$ cat src/rtl/cle_pkg.sv
// Shared types and constants for the CLE key PAL sequencer.
// Holds the FSM state type, the decode-window constants and the idle bus bundle.
package cle_pkg;

    typedef enum logic [2:0] {
        S_IDLE,
        S_REQ,
        S_SETUP,
        S_STROBE,
        S_WAIT,
        S_SAMPLE,
        S_DONE,
        S_ABORT
    } cle_seq_state_t;

    localparam logic CLE_BA13      = 1'b0;
    localparam logic CLE_BA12      = 1'b1;
    localparam logic CLE_BR_W_READ = 1'b1;

    typedef struct packed {
        logic       sser_n;
        logic       ba13;
        logic       ba12;
        logic [3:0] ba7_4;
        logic       br_w;
        logic       pal_clk;
    } cle_bus_t;

    localparam cle_bus_t CLE_BUS_IDLE = '{
        sser_n:  1'b1,
        ba13:    1'b0,
        ba12:    1'b0,
        ba7_4:   4'h0,
        br_w:    1'b1,
        pal_clk: 1'b0
    };

endpackage

$ cat src/rtl/cle_step_timer.sv
// Settle-time down-counter used for the WAIT phase of each step.
// Ports: clk, rst_n, load_i/load_val_i (preset), en_i (count), expire_o (last cycle).
module cle_step_timer (
    input  logic       clk,
    input  logic       rst_n,
    input  logic       load_i,
    input  logic [3:0] load_val_i,
    input  logic       en_i,
    output logic       expire_o
);

    logic [3:0] cnt_q;
    logic [3:0] cnt_d;

    always_comb begin
        cnt_d = cnt_q;
        if (load_i) begin
            cnt_d = load_val_i;
        end else if (en_i && (cnt_q != 4'd0)) begin
            cnt_d = cnt_q - 4'd1;
        end
    end

    always_ff @(posedge clk) begin
        if (!rst_n) begin
            cnt_q <= 4'd0;
        end else begin
            cnt_q <= cnt_d;
        end
    end

    // Loaded with the WAIT length; a value of 1 marks the final WAIT cycle.
    assign expire_o = (cnt_q <= 4'd1);

endmodule

$ cat src/rtl/cle_key_sequencer.sv
// Sequences read cycles into the CLE key PAL window and assembles the SDRD bits.
// Ports: start/abort/seq_nib in, busy/done/aborted/result out, bus_req/bus_gnt, PAL bus.
module cle_key_sequencer #(
    parameter int NSTEPS = 16,
    parameter int SETTLE = 2
) (
    input  logic                clk,
    input  logic                rst_n,
    input  logic                start,
    input  logic                abort,
    input  logic [4*NSTEPS-1:0] seq_nib,
    output logic                busy,
    output logic                done,
    output logic                aborted,
    output logic [NSTEPS-1:0]   result,
    output logic                bus_req,
    input  logic                bus_gnt,
    output logic                sser_n,
    output logic                ba13,
    output logic                ba12,
    output logic [3:0]          ba7_4,
    output logic                br_w,
    output logic                pal_clk,
    input  logic                sdrd
);

    import cle_pkg::*;

    localparam int SW = (NSTEPS > 1) ? $clog2(NSTEPS) : 1;
    localparam logic [SW-1:0] LAST = SW'(NSTEPS - 1);
    localparam logic [3:0] WAIT_LOAD = 4'(SETTLE - 1);

    cle_seq_state_t      state_q, state_d;
    logic [SW-1:0]       step_q, step_d;
    logic [4*NSTEPS-1:0] nib_q, nib_d;
    logic [NSTEPS-1:0]   result_q, result_d;
    cle_bus_t            bus_q, bus_d;
    logic                busy_q, busy_d;
    logic                done_q, done_d;
    logic                aborted_q, aborted_d;
    logic                req_q, req_d;
    logic                lost;
    logic                expire;

    // Once granted, losing the grant is treated exactly like an abort.
    assign lost = abort || !bus_gnt;

    cle_step_timer u_timer (
        .clk        (clk),
        .rst_n      (rst_n),
        .load_i     (state_q == S_STROBE),
        .load_val_i (WAIT_LOAD),
        .en_i       (state_q == S_WAIT),
        .expire_o   (expire)
    );

    always_ff @(posedge clk) begin
        if (!rst_n) begin
            state_q   <= S_IDLE;
            step_q    <= '0;
            nib_q     <= '0;
            result_q  <= '0;
            bus_q     <= CLE_BUS_IDLE;
            busy_q    <= 1'b0;
            done_q    <= 1'b0;
            aborted_q <= 1'b0;
            req_q     <= 1'b0;
        end else begin
            state_q   <= state_d;
            step_q    <= step_d;
            nib_q     <= nib_d;
            result_q  <= result_d;
            bus_q     <= bus_d;
            busy_q    <= busy_d;
            done_q    <= done_d;
            aborted_q <= aborted_d;
            req_q     <= req_d;
        end
    end

    always_comb begin
        state_d = state_q;
        unique case (state_q)
            S_IDLE: begin
                if (start) state_d = S_REQ;
            end
            S_REQ: begin
                if (abort) state_d = S_ABORT;
                else if (bus_gnt) state_d = S_SETUP;
            end
            S_SETUP: begin
                state_d = lost ? S_ABORT : S_STROBE;
            end
            S_STROBE: begin
                if (lost) state_d = S_ABORT;
                else state_d = (SETTLE == 1) ? S_SAMPLE : S_WAIT;
            end
            S_WAIT: begin
                if (lost) state_d = S_ABORT;
                else if (expire) state_d = S_SAMPLE;
            end
            S_SAMPLE: begin
                if (lost) state_d = S_ABORT;
                else if (step_q == LAST) state_d = S_DONE;
                else state_d = S_SETUP;
            end
            S_DONE:  state_d = S_IDLE;
            S_ABORT: state_d = S_IDLE;
            default: state_d = S_IDLE;
        endcase
    end

    // Outputs are decoded from the next state and registered, so every
    // bus line lines up with the state it belongs to and never glitches.
    always_comb begin
        nib_d     = nib_q;
        step_d    = step_q;
        result_d  = result_q;
        bus_d     = CLE_BUS_IDLE;
        req_d     = 1'b0;
        busy_d    = 1'b0;
        done_d    = (state_d == S_DONE);
        aborted_d = (state_d == S_ABORT);

        if ((state_q == S_IDLE) && start) begin
            nib_d    = seq_nib;
            step_d   = '0;
            result_d = '0;
        end

        // An abort in the sample cycle wins: that bit is not recorded.
        if ((state_q == S_SAMPLE) && (state_d != S_ABORT)) begin
            result_d[step_q] = sdrd;
            if (state_d == S_SETUP) step_d = step_q + 1'b1;
        end

        unique case (state_d)
            S_REQ: begin
                req_d  = 1'b1;
                busy_d = 1'b1;
            end
            S_SETUP, S_STROBE, S_WAIT, S_SAMPLE: begin
                req_d         = 1'b1;
                busy_d        = 1'b1;
                bus_d.sser_n  = 1'b0;
                bus_d.ba13    = CLE_BA13;
                bus_d.ba12    = CLE_BA12;
                bus_d.br_w    = CLE_BR_W_READ;
                bus_d.ba7_4   = nib_q[4*step_d +: 4];
                bus_d.pal_clk = (state_d == S_STROBE);
            end
            default: begin
            end
        endcase
    end

    assign busy    = busy_q;
    assign done    = done_q;
    assign aborted = aborted_q;
    assign result  = result_q;
    assign bus_req = req_q;
    assign sser_n  = bus_q.sser_n;
    assign ba13    = bus_q.ba13;
    assign ba12    = bus_q.ba12;
    assign ba7_4   = bus_q.ba7_4;
    assign br_w    = bus_q.br_w;
    assign pal_clk = bus_q.pal_clk;

endmodule

$ cat config.mk
export PLATFORM = sky130hd
export DESIGN_NAME = cle_key_sequencer
export DESIGN_NICKNAME = d
export VERILOG_FILES = /design/src/rtl/cle_pkg.sv /design/src/rtl/cle_step_timer.sv /design/src/rtl/cle_key_sequencer.sv
export SDC_FILE = /design/constraint.sdc
export NUM_CORES = 1
export LEC_CHECK = 0
export ABC_AREA = 1
export BUFFER_PORTS_ARGS = -buffer_cell sky130_fd_sc_hd__buf_2
export CAP_MARGIN = 10
export CORE_UTILIZATION = 55
export DETAILED_ROUTE_END_ITERATION = 8
export GPL_TIMING_DRIVEN = 1
export PLACE_DENSITY = 0.8
export REMOVE_ABC_BUFFERS = 1
export SLEW_MARGIN = 10
export SYNTH_ARGS = -nofsm -noshare
export SYNTH_HDL_FRONTEND = slang
export SYNTH_SLANG_ARGS = --single-unit
$ cat constraint.sdc
create_clock -name clk -period 4 [get_ports clk]
set_input_delay 0.2 -clock clk [delete_from_list [all_inputs] [get_ports clk]]
set_output_delay 0.2 -clock clk [all_outputs]
set_load 0.01 [all_outputs]
== After elaboration in Yosys (flattened, before gate mapping) ==
Cells that the tools add are included.
Word-level totals
  register bits: 103
  bits of input ports: 70
  output and inout port bits: 29
  word-level logic and storage cells: 74
Cells by class
  $add $sub $neg: 2
  magnitude comparators: 3
  equal/unequal tests: 16
  shifts and indexed selects: 1
  multiplexer cells: 22
  bitwise gates (word level): 1
  reductions and logical operators: 14
Operators by type and width (count)
  64-bit by 7-bit variable part select with 4-bit output: 1
  16-bit 2-to-1 mux: 2
  3-bit equality test (second input constant): 8
  3-bit 2-to-1 mux: 8
  3-bit one-hot mux with 7 select lines: 1
  16-bit bitwise mux: 1
  3-bit by 2-bit equality test with 1-bit output (second input constant): 4
  4-bit 2-to-1 mux: 3
  9-bit 2-to-1 mux: 1
  3-bit by 1-bit equality test with 1-bit output (second input constant): 2
  4-bit by 5-bit less-than comparator with 1-bit output (second input constant): 1
  5-bit OR reduction: 1
  4-bit by 1-bit adder with 4-bit output (second input constant): 1
  1-bit demux with 4-bit select: 1
  4-bit equality test (second input constant): 1
  4-bit by 1-bit >= comparator with 1-bit output (second input constant): 1
  4-bit by 1-bit less-or-equal comparator with 1-bit output (second input constant): 1
  1-bit logical AND: 4
  1-bit 2-to-1 mux: 4
  4-bit nonzero test: 1
  2-bit OR reduction: 2
  4-bit OR reduction: 1
  4-bit by 1-bit subtractor with 4-bit output (second input constant): 1
  3-bit zero test: 1
  other kinds (7): 7

== Logic depth before layout (Yosys ltp) ==
Gate-level depths: netlist of the first run.
  word-level depth: 9
  mapped depth: 17
  mapped depth without buffers: 15

== By module ==
A second synthesis of the first run with hierarchy kept.
Second synthesis, totals
  cell total of the unflattened synthesis: 662
  area, all modules: 4862.2 um2
By module, submodules not included
  cle_key_sequencer: instances 1, cells an instance 620, area an instance 4570.6 um2, seq. area each 1941.9 um2
  cle_step_timer: instances 1, cells an instance 42, area an instance 291.5 um2, seq. area each 80.1 um2

== Worst setup path before layout of the first run ==
OpenSTA, ideal clock, no wires.
  path type: reg-to-reg
  start: register u_timer.cnt_q[1]
  end: register bus_q (netlist bit ba7_4[0])
  library setup time: 0.122 ns
  arrival: 1.969 ns
  slack: 1.909 ns
  stages on the path, launching flop included: 14
  buffers on the path: 0
  cells stage by stage: dfxtp_1 inv_1 ha_1 o21ai_0 nand2_1 nand2_1 nand3_2 nor2_4 nand3_4 nor2_1 mux2i_1 inv_1 nand3_1 a21oi_1
Between the ends
  cells in the longest elaborated chain, start to end: 8
  elaborated cells between the ends (all ways): 15
  those cells by class: 1 x order compare; 5 x eq/ne; 1 x shift; 5 x mux; 3 x reduce/logical
Ends and longest elaborated chain
  start, declared: RTL line cle_step_timer.sv:12  | logic [3:0] cnt_q;
  start signal, assigned: RTL line cle_step_timer.sv:28  | cnt_q <= cnt_d;
  4-bit by 1-bit less-or-equal comparator with 1-bit output *: RTL line cle_step_timer.sv:33  | assign expire_o = (cnt_q <= 4'd1);
  3-bit 2-to-1 mux *: RTL line cle_key_sequencer.sv:100  | else if (expire) state_d = S_SAMPLE;
  3-bit 2-to-1 mux *: RTL line cle_key_sequencer.sv:99  | if (lost) state_d = S_ABORT;
  3-bit one-hot mux with 7 select lines *: RTL line cle_key_sequencer.sv:83  | unique case (state_q)
  3-bit by 2-bit equality test with 1-bit output or 3-bit != test (tied branches): RTL line cle_key_sequencer.sv:134, cle_key_sequencer.sv:137, cle_key_sequencer.sv:132
  4-bit 2-to-1 mux or 1-bit logical AND (tied branches): RTL line cle_key_sequencer.sv:134, cle_key_sequencer.sv:132
  4-bit 2-to-1 mux: RTL line cle_key_sequencer.sv:132  | if ((state_q == S_SAMPLE) && (state_d != S_ABORT)) begin
  64-bit by 7-bit variable part select with 4-bit output: RTL line cle_key_sequencer.sv:149  | bus_d.ba7_4 = nib_q[4*step_d +: 4];
  end signal, assigned: RTL line cle_key_sequencer.sv:73  | bus_q <= bus_d;
  end, declared: RTL line cle_key_sequencer.sv:37  | cle_bus_t bus_q, bus_d;
Every way passes the cells marked *; elsewhere a longest branch is shown, timed or not.
A chain may end at the register's enable or synchronous reset.

== Worst setup path in the final report of the first run ==
  start: register u_timer.cnt_q[1]
  end: register bus_q (netlist bit ba7_4[1])
The elaborated chain is that of the path after synthesis.

==> flow_summary.toml, run 1 <==
[outcome]
status = "finished, final reports clean"

[timing]
hold_viol = 0
rsz0062_at_grt = "no"
drv_slew = 0
worst_pin_slew_ns = 0.903
skew_ns = 0.00751
fmax_mhz = 293
setup_violations = 0
timing.final.crit_share_pct = 85.3
relSlewSlack_pct = 39.7
period_needed_ns = 3.41

[global_route]
grt_overflow = 0
grt_pass1_wl_um = 17300
antenna_found_initial = 0
grt_start_max_net_pins = 84
grt_pass1_vias = 3764
grt_usage_pct = 24.4

[critical_path]
crit_arrival_ns = 3.66
worstSetupStartpointType = "flop"
critPathCaptureType = "flop"
rrSetupSlack_ns = 0.59
required_ns = 4.24
r2r_cells = 14
setup.worst_path.end = "ba7_4[1]"
r2r_end = "ba7_4[1]"
crit_path_start = "u_timer.cnt_q[1]"
crit_type = "flop to flop"
r2r-start = "u_timer.cnt_q[1]"
path_max_fanout = 34

[routing]
drc = 0
wire_per_inst_um = 12.7
viasPerCell = 5.33
drt_first_pass_iters = 5
routed_wl_um = 10400
via_count = 4351
drt_iter0_drc = 234
antenna_left = 0

[power]
ir_drop_uv = 482
p_leak_uw = 0.00234
p_per_area_nw_per_um2 = 590
power_uw = 3140

[floorplan]
die_h_um = 94.1
start_util_pct = 56.8
dieArea_um2 = 8860
core_um2 = 8220
rows = 33
fp.dieW_um = 94.1
ios = 99

[final_layout]
final_util_pct = 64.8
multi_input_area_um2 = 2120
fin_area_um2 = 5320
drive_gt1_share_pct = 18.6
fin_cells = 816
antenna_cells = 0
fillers = 760
syn_to_final_growth_pct = 14.0
nets = 783
regArea_um2 = 2020

[clock_tree]
htree_levels = 3
clkLatencyLatePin_ns = 0.36
clock_sinks = 101
cts-root-buf = "clkbuf_8"
post_cts_resized = 0
cts_tree = "yes"
cts_hold_buffers = 0
clockBufferDepth = 2
cts_setup_buffers = 0
cts_buffers = 9
cts.clk_slew.worst_paths_ns = 0.10

[placed_design]
dpl.hpwl_um = 7180
dp_cells = 800
placed_area_um2 = 5120
place_congestion = 0.935
portBuffers = 96

[synth]
async_reset_ff_share_pct = 0
synth_ff_type = "dfxtp_1"
synth-edff-count = 0
yosysUniqueCellTypes = 34
yosysWarnings = 0
syn_inst = 639
ys_ff_latch = 101
postSynthAreaPerCell_um2 = 7.31
seq_area_frac_synth_pct = 43.3
syn-cell-area_um2 = 4670

[worst_hold_path]
min_path_type = "input pin to flop"
hold_path.startpoint = "seq_nib[24]"

[run]
cap_violations = 0
-- state kept, by name, indices dropped and copies added (netlist names) --
signal and cells:
nib_q 64, result 16, ba7_4 4, step_q 4, u_timer.cnt_q 4, state_q 3
aborted 1, ba12 1, bus_req 1, done 1, pal_clk 1, sser_n 1
-- synthesized netlist by cell type (2+ instances only) --
| master | n | share of area (%) |
|---|---|---|
| o311a_1 | 14 | 3.0 |
| nand2_2 | 2 | 0.27 |
| conb_1 | 2 | 0.16 |
| buf_2 | 10 | 1.1 |
| dfxtp_1 | 101 | 43 |
| inv_1 | 86 | 6.9 |
| nand2_4 | 2 | 0.48 |
| nand4_1 | 4 | 0.54 |
| o21ai_0 | 83 | 8.9 |
| clkbuf_1 | 26 | 2.1 |
| buf_1 | 3 | 0.24 |
| buf_4 | 3 | 0.48 |
| a21oi_1 | 75 | 8.0 |
| nand3_1 | 98 | 11 |
| ha_1 | 7 | 1.9 |
| nand2_1 | 76 | 6.1 |
| nor2_1 | 22 | 1.8 |
| inv_2 | 6 | 0.48 |
| nor2_4 | 2 | 0.48 |
| nor4_1 | 2 | 0.27 |
| nor3b_1 | 2 | 0.32 |
-- per-stage QoR --
stage	TNS (ns)	setup WS (ns)	hold WS [ns]
floorplan	-9.38	-1.03	0.316
global placement	0	0.828	0.439
detailed placement	0	0.658	0.446
CTS	0	0.639	0.101
global route	0	0.221	0.107
finish	0	0.588	0.111
-- layout by cell type (no fill, tap or decap), types with 2 or more instances in the layout --
| cell | count |
|---|---|
| dfxtp_1 | 101 |
| nand3_1 | 97 |
| buf_2 | 96 |
| inv_1 | 86 |
| o21ai_0 | 83 |
| nand2_1 | 76 |
| a21oi_1 | 75 |
| nor2_1 | 22 |
| o311a_1 | 14 |
| clkbuf_8 | 9 |
| ha_1 | 7 |
| inv_2 | 6 |
| nand4_1 | 4 |
| buf_4 | 3 |
| nor2_4 | 2 |
| nand3_4 | 2 |
| nand2_4 | 2 |
| nand2_2 | 2 |
| nor3b_1 | 2 |
| nor4_1 | 2 |
| conb_1 | 2 |
-- area by class of cell --
cell class,instances,area share (%)
Clock inverter,6,1.34
Multi-Input combinational cell,402,39.8
Sequential cell,101,38.0
Inverter,93,6.56
Timing Repair Buffer,99,9.45
Tap cell,105,2.47
Clock buffer,10,2.40
-- worst min path at each step --
stage	end	slack (ns)	cells past startpoint
after floorplan	state_q[0]	0.32	2
after global placement	nib_q[23]	0.44	2
after detailed placement	nib_q[57]	0.45	2
after CTS	nib_q[12]	0.10	3
after global routing	nib_q[10]	0.11	3
final	nib_q[24]	0.11	3
-- metal layers --
layer	up-vias	wire length, µm	track usage (%)
met5	-	0	0
met4	0	130	7.82
met3	16	507	4.29
met2	150	4930	40.0
met1	1933	4820	32.3
li1	2252	-	-
-- report_power, final --
group / switching (µW) / internal, µW
clock network: 354 / 296
logic: 752 / 360
registers: 93.2 / 1280
-- critical path, cell delays in order, from the launching register on --
cell	delay, ns
dfxtp_1	0.38
inv_1	0.09
ha_1	0.19
o21ai_0	0.15
nand2_1	0.08
nand2_1	0.07
nand3_2	0.14
nor2_4	0.16
nand4_2	0.70
nand2_2	0.81
nand2_1	0.13
nand3_1	0.10
nand3_1	0.08
nand3_1	0.12
a21oi_1	0.08
-- logic make-up after synthesis --
group / Yosys count / synth area share [%]
fa+ha+maj: 7 / 1.88
simple gates: 215 / 22.1
compound gates: 176 / 20.6
buf+inv: 136 / 11.6
xor+xnor: 1 / 0.188
mux: 1 / 0.214
other cells: 2 / 0.161
flops: 101 / 43.3
Power figures use the tool's default switching activity.
==> inputs of run 2 (changes only) <==
- CORE_UTILIZATION: 55 -> 50
- PLACE_DENSITY: 0.8 -> 0.74
==> run 2 against run 1 <==
Combinational power hardly changed. Worst hold slack improved by 0.0020 ns. Clock skew is 0.0067 ns higher. Sequential share of layout area is 0.32 points lower. Clock power grew 13%. Cell area up 0.85%. Global-route usage fell by 1.9 points. Sequential power hardly changed. Critical path type unchanged. Critical endpoint is now ba7_4[0]. Largest power group unchanged. Highest routed layer unchanged.
==> flow_summary.toml, run 2 (synthesis gave the netlist of run 1 again) <==
[final_layout]
nets = 784
fin_cells = 820
largest_reg_flops = 64
syn_to_final_growth_pct = 15.0
final_cell_mix = "dfxtp_1, nand3_1, buf_2"
multi_input_area_um2 = 2120
regMostFlops = "nib_q"
drive_gt1_share_pct = 18.7
antenna_cells = 0
regArea_um2 = 2020
layout.cells.most_common = "dfxtp_1"
fillers = 858
final_util_pct = 60.4

[clock_tree]
cts_hold_buffers = 0
cts_setup_buffers = 0
clockBufferDepth = 2
post_cts_resized = 0
htree_levels = 3
cts_buffers = 9
cts_tree = "yes"
clock_sinks = 101
cts-root-buf = "clkbuf_8"
cts.clk_slew.worst_paths_ns = 0.10
clkLatencyLatePin_ns = 0.36

[timing]
relSlewSlack_pct = 53.2
worst_slack_ns = 1.06
hold_viol = 0
fmax_mhz = 340
setup_violations = 0
period_needed_ns = 2.94
skew_ns = 0.0142
worst_pin_slew_ns = 0.702
rsz0062_at_grt = "no"
drv_slew = 0
timing.final.crit_share_pct = 73.5

[placed_design]
detailedPlace.worstSlack_ns = 1.05
portBuffers = 96
dp_cells = 804
place_congestion = 0.840
dpl.hpwl_um = 7450

[global_route]
grt_usage_pct = 22.5
grt_start_max_net_pins = 88
grt_pass1_vias = 3969
grt_overflow = 0
grt_pass1_wl_um = 17900
antenna_found_initial = 0

[routing]
drt_iter0_drc = 262
via_count = 4407
routed_wl_um = 10600
viasPerCell = 5.37
antenna_left = 0
wire_per_inst_um = 12.9
drc = 0
drt_first_pass_iters = 5

[critical_path]
r2r_cells = 14
worstSetupStartpointType = "flop"
path_max_fanout = 32
crit_arrival_ns = 3.19
crit_type = "flop to flop"
critPathCaptureType = "flop"
max_stage_delay_ns = 0.62
path_cells = "inv_1 -> ha_1 -> o21ai_0 -> nand2_1 -> nand2_1 -> nand3_2 -> nor2_4 -> nand4_2 -> nand2_2 -> nand2_1 -> nand3_1 -> nand3_1 -> nand3_1 -> a21oi_1"
required_ns = 4.24
critPathSlowestCell = "nand2_2"

[floorplan]
die_h_um = 98.6
ios = 99
core_um2 = 8890
start_util_pct = 52.5
rows = 34
dieArea_um2 = 9730
fp.dieW_um = 98.6

[worst_hold_path]
min_path_type = "input pin to flop"
whs_path_depth = 3

[power]
ir_drop_uv = 325
power_uw = 3220
p_per_area_nw_per_um2 = 601
p_leak_uw = 0.00236

[run]
cap_violations = 0

[outcome]
status = "finished, final reports clean"
-- run 2: changes by cell type in the layout (fill, tap and decap cells not counted) --
cell	delta
clkbuf_8	+2
bufinv_16	+1
buf_4	+1
inv_8	-1
clkinv_2	-1
clkinvlp_4	-1
-- run 2: final timing paths --
check                         from  slack, ns        end
hold reg to reg          nib_q[51]       0.46  nib_q[51]
setup / recovery  u_timer.cnt_q[1]       1.06   ba7_4[0]
setup reg to reg  u_timer.cnt_q[1]       1.06   ba7_4[0]
hold / removal         seq_nib[45]       0.11  nib_q[45]
-- run 2: critical path, delay by kind of cell, from the launching register on --
kind | cells | cell delay (ns)
AND/OR/NAND/NOR | 10 | 1.89
AO/OA/AOI/OAI | 2 | 0.22
buffers and inverters | 1 | 0.10
adder cells (fa/ha/maj) | 1 | 0.21
flip-flops | 1 | 0.40
-- run 2: metal layers --
layer / global-route usage (%) / wire length [µm] / up-vias
met5: 0 / 0 / -
met2: 39.4 / 5140 / 122
met3: 3.40 / 484 / 10
li1: - / - / 2249
met1: 28.9 / 4840 / 2026
met4: 6.08 / 106 / 0
-- run 2: final cells by class --
class,count,share of cell area (%)
Multi-Input combinational cell,402,39.4
Clock buffer,12,2.89
Sequential cell,101,37.7
Tap cell,108,2.52
Inverter,93,6.51
Clock inverter,4,1.45
Timing Repair Buffer,100,9.51
-- run 2: power by group --
| part | internal (µW) | switching, µW | total, µW |
|---|---|---|---|
| registers | 1280 | 94.7 | 1380 |
| logic | 360 | 750 | 1110 |
| clock network | 391 | 345 | 736 |
| total | 2030 | 1190 | 3220 |
-- run 2: metrics by stage --
step	area, µm²	hold WS (ns)	TNS, ns
after global placement	5130	0.440	0
after global routing	5370	0.116	0
after floorplan	4480	0.316	-9.38
final	5370	0.113	0
after CTS	5370	0.111	0
after detailed placement	5130	0.446	0
==> inputs of run 3 (changes only) <==
- clock period: 4 -> 2.9 ns (I/O delays scaled with it)
==> run 3 against run 2 <==
Largest power group unchanged. Global-route usage is 0.92 points lower. Worst hold slack lost 0.058 ns. Die area stayed put. Sequential share of layout area grew 0.21 points. Register-to-register slack worse by 0.72 ns. Core utilization down 0.34 points. Largest cell class unchanged. Worst setup slack lost 0.72 ns. Sequential power increased by 38%. Highest routed layer unchanged. Combinational power increased by 39%. First-iteration DRC count is 20% lower.
==> flow_summary.toml, run 3 (synthesis gave the netlist of run 1 again) <==
[outcome]
status = "finished, final reports clean"

[final_layout]
nets = 785
final_cell_mix = "dfxtp_1, nand3_1, buf_2"
antenna_cells = 0
syn_to_final_growth_pct = 14.3
fin_cells = 820
regArea_um2 = 2020
largest_reg_flops = 64
multi_input_area_um2 = 2120
fillers = 854
layout.cells.most_common = "dfxtp_1"
regMostFlops = "nib_q"
drive_gt1_share_pct = 18.7

[timing]
period_needed_ns = 2.56
fmax_mhz = 390
holdWs_ns = 0.0551
worst_pin_slew_ns = 0.781
drv_slew = 0
skew_ns = 0.0118
setup_violations = 0
timing.final.crit_share_pct = 88.4
rsz0062_at_grt = "no"
hold_viol = 0
relSlewSlack_pct = 47.9
finalSetupTns_ns = 0

[power]
power_uw = 4290
ir_drop_uv = 495
p_leak_uw = 0.00233
p_per_area_nw_per_um2 = 804

[floorplan]
ios = 99
start_util_pct = 52.5
core_um2 = 8890
dieArea_um2 = 9730
rows = 34
die_h_um = 98.6
fp.dieW_um = 98.6

[placed_design]
place_congestion = 0.928
dp_cells = 805
dpl.hpwl_um = 7270
portBuffers = 96

[routing]
wire_per_inst_um = 12.7
antenna_left = 0
viasPerCell = 5.30
drc = 0
routed_wl_um = 10400
via_count = 4345
drt_first_pass_iters = 5
drt_iter0_drc = 209

[clock_tree]
cts_setup_buffers = 0
clockBufferDepth = 2
cts-root-buf = "clkbuf_8"
cts_buffers = 9
htree_levels = 3
cts_tree = "yes"
cts_hold_buffers = 0
clkLatencyLatePin_ns = 0.36
post_cts_resized = 0
cts.clk_slew.worst_paths_ns = 0.09
clock_sinks = 101

[global_route]
grt_usage_pct = 21.5
grt_start_max_net_pins = 99
grt_pass1_wl_um = 17200
grt_overflow = 0
antenna_found_initial = 0
grt_pass1_vias = 3794

[worst_hold_path]
min_path_type = "input pin to flop"

[critical_path]
max_stage_delay_ns = 0.46
critPathCaptureType = "flop"
crit_type = "flop to flop"
path_cells = "inv_1 -> ha_1 -> o21ai_0 -> nand2_1 -> nand2_1 -> nand3_2 -> nor2_4 -> nand3_4 -> nor2_1 -> mux2i_1 -> inv_1 -> nand3_1 -> a21oi_1"
path_max_fanout = 5
worstSetupStartpointType = "flop"
critPathSlowestCell = "mux2i_1"
required_ns = 3.14
worst-path-buf-inv = 2
crit_family = "simple AND/OR/NAND/NOR gates"
crit_arrival_ns = 2.80

[run]
cap_violations = 0
run 3: changes by cell type in the layout (fill, tap and decap cells not counted), sizes merged:
cell / delta
buf: +1
bufinv: -1
clkbuf: -2
clkinv: +1
clkinvlp: +2
inv: -1
run 3: worst min-delay path: cells and delay by family:
family	cells	cell delay, ns
buf+inv	1	0.07
compound gates	2	0.17
run 3: metrics by stage:
step / cell area (µm²) / utilization (%) / setup WS (ns)
finish: 5340 / 60.0 / 0.337
global route: 5340 / 60.0 / 0.0634
CTS: 5330 / 60.0 / 0.228
detailed placement: 5140 / 57.8 / 0.258
global placement: 5140 / 57.8 / 0.398
floorplan: 4480 / - / -2.13
run 3: cell type report:
cell class                      instances  area share [%]
Sequential cell                       101            37.9
Inverter                               93            6.54
Clock buffer                           10            2.39
Tap cell                              108            2.53
Timing Repair Buffer                  101            9.71
Multi-Input combinational cell        402            39.8
Clock inverter                          5            1.17
run 3: worst paths after layout:
check                   start  endpoint  slack, ns  depth (start not counted)
max reg2reg  u_timer.cnt_q[1]  ba7_4[2]       0.34                         13
max          u_timer.cnt_q[1]  ba7_4[2]       0.34                         13
min                seq_nib[8]  nib_q[8]       0.06                          3
min reg2reg          nib_q[2]  nib_q[2]       0.46                          2
run 3: where the power goes:
part,switching [µW],internal [µW]
Clock,458,397
Combinational,1040,499
Sequential,128,1770
run 3: routing by layer:
| metal | share of wire [%] | vias up | GRT usage, % |
|---|---|---|---|
| met5 | 0 | - | 0 |
| met4 | 2.2 | 0 | 7.46 |
| met3 | 5.4 | 21 | 3.83 |
| met2 | 46 | 139 | 35.0 |
| met1 | 46 | 1929 | 28.9 |
| li1 | - | 2256 | - |
